`src/rtl/serial_ripple_borrow_subtractor.sv`:
```
// serial_ripple_borrow_subtractor: bit-serial d = a - b, LSB first, ripple-borrow flop.
// Start/busy/done handshake; the result and borrow update only at completion.
// Optional macro SUB_OVERFLOW_EN adds a registered two's-complement overflow output ovf.
module serial_ripple_borrow_subtractor #(
  parameter int unsigned nbit = 4
) (
  input  logic            clk,
  input  logic            rst,
  input  logic            start,
  input  logic [nbit-1:0] a,
  input  logic [nbit-1:0] b,
  output logic            busy,
  output logic            done,
  output logic [nbit-1:0] d,
`ifdef SUB_OVERFLOW_EN
  output logic            ovf,
`endif
  output logic            bout
);

  localparam int unsigned W  = nbit;
  localparam int unsigned CW = (W > 1) ? $clog2(W) : 1;

  typedef enum logic [1:0] {
    IDLE = 2'd0,
    BUSY = 2'd1,
    DONE = 2'd2
  } state_t;

  state_t          state_q, state_d;
  logic [W-1:0]    a_sh_q, a_sh_d;
  logic [W-1:0]    b_sh_q, b_sh_d;
  logic [W-1:0]    res_q, res_d;
  logic            br_q, br_d;
  logic [CW-1:0]   cnt_q, cnt_d;
  logic [W-1:0]    d_q, d_d;
  logic            bout_q, bout_d;
  logic            busy_q, busy_d;
  logic            done_q, done_d;

  // Current-bit datapath signals
  logic            ai, bi, di, br_n;
  logic [W-1:0]    res_nx;

`ifdef SUB_OVERFLOW_EN
  logic            a_msb_q, a_msb_d;
  logic            b_msb_q, b_msb_d;
  logic            ovf_q, ovf_d;
`endif

  // State and datapath registers with asynchronous clear
  always_ff @(posedge clk or posedge rst) begin
    if (rst) begin
      state_q <= IDLE;
      a_sh_q  <= '0;
      b_sh_q  <= '0;
      res_q   <= '0;
      br_q    <= 1'b0;
      cnt_q   <= '0;
      d_q     <= '0;
      bout_q  <= 1'b0;
      busy_q  <= 1'b0;
      done_q  <= 1'b0;
`ifdef SUB_OVERFLOW_EN
      a_msb_q <= 1'b0;
      b_msb_q <= 1'b0;
      ovf_q   <= 1'b0;
`endif
    end else begin
      state_q <= state_d;
      a_sh_q  <= a_sh_d;
      b_sh_q  <= b_sh_d;
      res_q   <= res_d;
      br_q    <= br_d;
      cnt_q   <= cnt_d;
      d_q     <= d_d;
      bout_q  <= bout_d;
      busy_q  <= busy_d;
      done_q  <= done_d;
`ifdef SUB_OVERFLOW_EN
      a_msb_q <= a_msb_d;
      b_msb_q <= b_msb_d;
      ovf_q   <= ovf_d;
`endif
    end
  end

  // Next-state, one-bit borrow step and output register updates
  always_comb begin
    state_d = state_q;
    a_sh_d  = a_sh_q;
    b_sh_d  = b_sh_q;
    res_d   = res_q;
    br_d    = br_q;
    cnt_d   = cnt_q;
    d_d     = d_q;
    bout_d  = bout_q;
    busy_d  = busy_q;
    done_d  = 1'b0;
`ifdef SUB_OVERFLOW_EN
    a_msb_d = a_msb_q;
    b_msb_d = b_msb_q;
    ovf_d   = ovf_q;
`endif

    ai     = a_sh_q[0];
    bi     = b_sh_q[0];
    di     = ai ^ bi ^ br_q;
    br_n   = (~ai & bi) | (~(ai ^ bi) & br_q);
    // New bit enters at the MSB so the word is right-aligned after W shifts
    res_nx = (res_q >> 1) | (W'(di) << (W - 1));

    case (state_q)
      IDLE, DONE: begin
        busy_d  = 1'b0;
        state_d = IDLE;
        if (start) begin
          a_sh_d  = a;
          b_sh_d  = b;
          res_d   = '0;
          br_d    = 1'b0;
          cnt_d   = '0;
          busy_d  = 1'b1;
          state_d = BUSY;
`ifdef SUB_OVERFLOW_EN
          a_msb_d = a[W-1];
          b_msb_d = b[W-1];
`endif
        end
      end
      BUSY: begin
        a_sh_d = a_sh_q >> 1;
        b_sh_d = b_sh_q >> 1;
        res_d  = res_nx;
        br_d   = br_n;
        if (cnt_q == CW'(W - 1)) begin
          d_d     = res_nx;
          bout_d  = br_n;
          busy_d  = 1'b0;
          done_d  = 1'b1;
          state_d = DONE;
`ifdef SUB_OVERFLOW_EN
          ovf_d   = (a_msb_q != b_msb_q) && (res_nx[W-1] != a_msb_q);
`endif
        end else begin
          cnt_d = cnt_q + CW'(1);
        end
      end
      default: begin
        state_d = IDLE;
        busy_d  = 1'b0;
      end
    endcase
  end

  assign busy = busy_q;
  assign done = done_q;
  assign d    = d_q;
  assign bout = bout_q;
`ifdef SUB_OVERFLOW_EN
  assign ovf  = ovf_q;
`endif

endmodule
```
`config.mk`:
```
export PLATFORM = sky130hd
export DESIGN_NAME = serial_ripple_borrow_subtractor
export DESIGN_NICKNAME = d
export VERILOG_FILES = /design/src/rtl/serial_ripple_borrow_subtractor.sv
export SDC_FILE = /design/constraint.sdc
export NUM_CORES = 1
export LEC_CHECK = 0
export BUFFER_PORTS_ARGS = -buffer_cell sky130_fd_sc_hd__buf_2
export CORE_ASPECT_RATIO = 1.4
export CORE_MARGIN = 2
export CORE_UTILIZATION = 30
export DETAILED_ROUTE_END_ITERATION = 12
export PLACE_DENSITY = 0.5
export SLEW_MARGIN = 15
export SYNTH_ARGS = -nofsm -noshare
export SYNTH_HDL_FRONTEND = slang
export SYNTH_SLANG_ARGS = --single-unit
```
`constraint.sdc`:
```
create_clock -name clk -period 2.2 [get_ports clk]
set_clock_uncertainty 0.1 [all_clocks]
set_input_delay 0.11 -clock clk [delete_from_list [all_inputs] [get_ports clk]]
set_output_delay 0.11 -clock clk [all_outputs]
set_load 0.03 [all_outputs]
```
## Word-level counts from Yosys, hierarchy flattened

Cells that the tools add are included.

- Reduce and logical (&&, ||, !) cells: 6
- Bitwise logic cells: 8
- Multiplexer cells: 19
- $add $sub $neg: 1
- Equality and inequality tests: 6

Operators by type and width:

| operator | count |
|---|---|
| 4-bit case mux with 2 select lines | 3 |
| 4-bit two-way mux | 3 |
| 2-bit case mux with 2 select lines | 2 |
| 1-bit two-way mux | 6 |
| 2-bit two-way mux | 3 |
| 2-bit != test, second input constant | 3 |
| 2-bit == test, second input constant | 2 |
| 3-bit by 4-bit bitwise OR with 4-bit output | 1 |
| 1-bit case mux with 2 select lines | 2 |
| 2-bit AND reduction | 2 |
| 3-bit AND reduction | 1 |
| 2-bit by 1-bit adder with 2-bit output, second input constant | 1 |
| 1-bit bitwise AND | 2 |
| 2-bit by 1-bit == test with 1-bit output, second input constant | 1 |
| 2-bit zero test | 1 |
| 1-bit inverter | 2 |
| 2-bit nonzero test | 1 |
| 2-bit OR reduction | 1 |
| 1-bit bitwise XOR | 2 |
| 1-bit bitwise OR | 1 |

- Logic and storage cells: 50
- Input port bits: 11
- Output and inout port bits: 7
- Register bits after elaboration: 24

## Logic depth before layout (Yosys ltp)

- Depth after elaboration: 5
- Gate-level depth with buffers: 4

## Worst setup path before layout

OpenSTA, ideal clock, no wires.

- Path type: register -> register
- Start point: register cnt_q[0]
- End point: register cnt_q[0]
- Setup time: 120 ps
- Slack: 795 ps
- Stages on the path, launching flop included: 5
- Arrival: 1185 ps
- Required time: 1980 ps
- Path buffers: 0
- Cells stage by stage: dfrtp_1 ha_1 or3b_4 nand3_2 o21ai_2

- Word-level cells in the longest chain between the ends: 3
- Elaborated cells between the ends (all ways): 6

Ends and longest elaborated chain:

| element | RTL line | RTL |
|---|---|---|
| start, declared | 35 | `logic [CW-1:0] cnt_q, cnt_d;` |
| start signal, assigned | 75 | `cnt_q <= cnt_d;` |
| 2-bit by 1-bit adder with 2-bit output / 2-bit == test (equally long branches) | 146, 136 |  |
| 2-bit two-way mux / 2-bit != test (equally long branches) | n/a |  |
| 2-bit case mux with 2 select lines / 3-bit AND reduction (equally long branches) | n/a |  |

Parallel ways exist; a longest one is shown, timed or not. The select of a mux whose other input is x is not followed.
A chain may end at the register's enable or synchronous reset.

## Worst setup path in the final report

- Start point: register state_q[0]
- End point: register b_sh_q[3]

- Word-level cells in the longest chain between the ends: 4
- Elaborated cells between the ends (all ways): 8

Ends and longest elaborated chain:

| element | RTL line | RTL |
|---|---|---|
| start, declared | 30 | `state_t state_q, state_d;` |
| start signal, assigned | 70 | `state_q <= state_d;` |
| 2-bit == test / 2-bit zero test (equally long branches) | 113 | `case (state_q)` |
| 2-bit OR reduction | 113 |  |
| 2-bit != test (no source line) / 2-bit nonzero test (equally long branches) | n/a |  |
| 2-bit AND reduction (no source line) | n/a |  |
| end signal, assigned | 72 | `b_sh_q <= b_sh_d;` |
| end, declared | 32 | `logic [W-1:0] b_sh_q, b_sh_d;` |

Parallel ways exist; a longest one is shown, timed or not.

==> metrics.yaml <==
cts_resized: 0
wl_microns: 2100
slew_violations: 0
leakage_nw: 0.617
num_vias: 735
row_count: 25
crit_type: "reg -> reg"
max_freq_ghz: 0.619
finalHoldViolCount: 0
synthCells: 92
path_clk_slew_ns: 0.09
layout-drive-gt1-share_pct: 27.7
dr.pass1.iters: 4
worstPathArrival_ns: 1.68
fin_crit_ns: 1.61
peakVddDrop_v: 0.000536
post-cts-setup-buffers: 0
cts_buffers: 3
worst-slew-pin-transition_ns: 0.893
vias_per_cell: 4.84
fill_cells: 369
start_kind: "flop"
yosys_warnings: 0
ys_ff_latch: 23
nets: 126
final_antenna_net_count: 0
status: "completed"
final_cell_mix: "23 x dfrtp_1, 17 x buf_2, 7 x inv_1, 6 x nor2b_1, 6 x nand2_1"
fin_crit_sh_pct: 73.4
wl_per_cell_microns: 13.8
dp.final_hpwl_microns: 1500
grtUsageTotal_pct: 12.1
power.total_mw: 1.78
grt_max_degree: 24
drv_cap: 0
hold_path_class: "in -> reg"
relSlewSlack_pct: 40.4
h-tree-depth: 1
p_clk_share_pct: 15.2
synth.distinct_cells: 26
rsz0062_at_grt: "no"
grt_pass1_vias: 760
fp.dieW_microns: 54.9
synth_area_sq_um: 1090
end_kind: "flop"
io_buffers: 17
diodes: 0
insertion_delay_ns: 0.27
die_height_microns: 75.3
gp_congestion: 0.669
coreArea_sq_um: 3440
route.detailed.drc: 0
fp.dieArea_sq_um: 4130
area_growth_pct: 16.3
io_pins: 18
finalSetupTns_ns: 0
grt.overflow.total: 0
grt_pass1_wl_microns: 3550
switchingPower_uw: 699
crit_fanout: 23
initial_core_util_pct: 31.6
cts-root-buf: "clkbuf_8"
fin_util_pct: 36.8
setup_violations: 0
syn-num-nets: 105
cts_tree: "yes"
syn_avg_cell_area_sq_um: 11.8
drtIter0Drc: 5
clk_path_buf_depth: 2
cts_hold_buffers: 3
swShare_pct: 39.2
antenna_found_initial: 0
seq_area_frac_synth_pct: 52.9
p_int_mw: 1.08
seqPwrFrac_pct: 44.9
whs_ns: 0.0314
required_ns: 2.26
p_comb_share_pct: 39.9
p_per_area_nw_per_um2: 1410
layout_commonest_cell: "dfrtp_1"
cts.sinks: 23
[logic make-up after synthesis]
group                    Yosys count  share of synthesized area (%)
flip-flops                        23                           52.9
AND/OR/NAND/NOR                   22                           13.0
AO/OA/AOI/OAI                     23                           14.9
buffers and inverters             11                           5.40
multiplexers                      11                           10.8
adder cells (fa/ha/maj)            2                           2.99
[cell type report]
type | count | area, sq um | share of cell area, %
tap | 40 | 50.0 | 3.95
sequential | 23 | 576 | 45.5
multi-input combinational | 58 | 454 | 35.9
inverter | 7 | 26.3 | 2.08
timing repair buffer | 20 | 115 | 9.09
clock buffer | 4 | 45.0 | 3.56
[registers in the layout, summed over array words and instances, names as in the netlist, 2 cells and up]
register and cells:
d 4, res_q 3, cnt_q 2, b_sh_q 4, state_q 2, a_sh_q 4
[metrics by stage]
stage | std cells | setup slack (ns) | area, sq um
floorplan | 92 | 0.795 | 1090
global placement | 145 | 0.615 | 1190
CTS | 152 | 0.576 | 1270
finish | 152 | 0.585 | 1270
detailed placement | 145 | 0.585 | 1190
global route | 152 | 0.461 | 1270
[final timing paths]
path | to | cells past startpoint | slack, ns | startpoint
min in group asynchronous | cnt_q[0] | 3 | 0.47 | rst
hold / removal | a_sh_q[0] | 3 | 0.03 | a[0]
setup reg to reg | b_sh_q[3] | 3 | 0.59 | state_q[0]
max in group asynchronous | state_q[1] | 3 | 0.99 | rst
hold reg to reg | d[0] | 1 | 0.39 | d[0]
setup / recovery | b_sh_q[3] | 3 | 0.59 | state_q[0]
[synth_stat cells]
cell | instances | area, sq um
a21o_2 | 1 | 8.76
a21oi_1 | 5 | 25.0
and2b_2 | 1 | 8.76
or3b_4 | 1 | 11.3
fa_1 | 1 | 20.0
ha_1 | 1 | 12.5
inv_1 | 7 | 26.3
nand3_1 | 1 | 5.00
o21ai_0 | 3 | 15.0
o211ai_1 | 1 | 7.51
mux2_1 | 2 | 22.5
nand2b_1 | 3 | 18.8
a22o_1 | 5 | 43.8
a211oi_1 | 5 | 37.5
nor2b_1 | 6 | 37.5
nand2_1 | 6 | 22.5
a21o_1 | 1 | 7.51
mux2i_1 | 5 | 50.1
dfrtp_1 | 23 | 576
nand3_2 | 1 | 10.0
buf_2 | 2 | 10.0
o21ai_2 | 2 | 17.5
nor2_1 | 2 | 7.51
buf_6 | 2 | 22.5
mux2_2 | 4 | 45.0
nand3b_4 | 1 | 20.0
[power by group through the flow]
stage	logic [mW]	registers, mW	clock network (mW)
5_1_grt	0.807	0.840	0.295
6_report	0.711	0.801	0.271
3_3_place_gp	0.705	0.805	0
3_5_place_dp	0.722	0.815	0
4_1_cts	0.727	0.807	0.277
2_1_floorplan	0.552	0.820	0
[metal layers]
layer	track usage [%]	routed length (microns)	up-vias
met2	19.6	1090	12
met3	1.79	62	5
met1	15.3	898	358
met4	6.50	48	0
li1	-	-	360
met5	0	0	-
[critical path, stage by stage (launching register included)]
cell	delay [ns]
dfrtp_1	0.78
nor2_1	0.14
a21o_2	0.25
a22o_1	0.24
No activity file was read; power rests on OpenSTA's default activity.
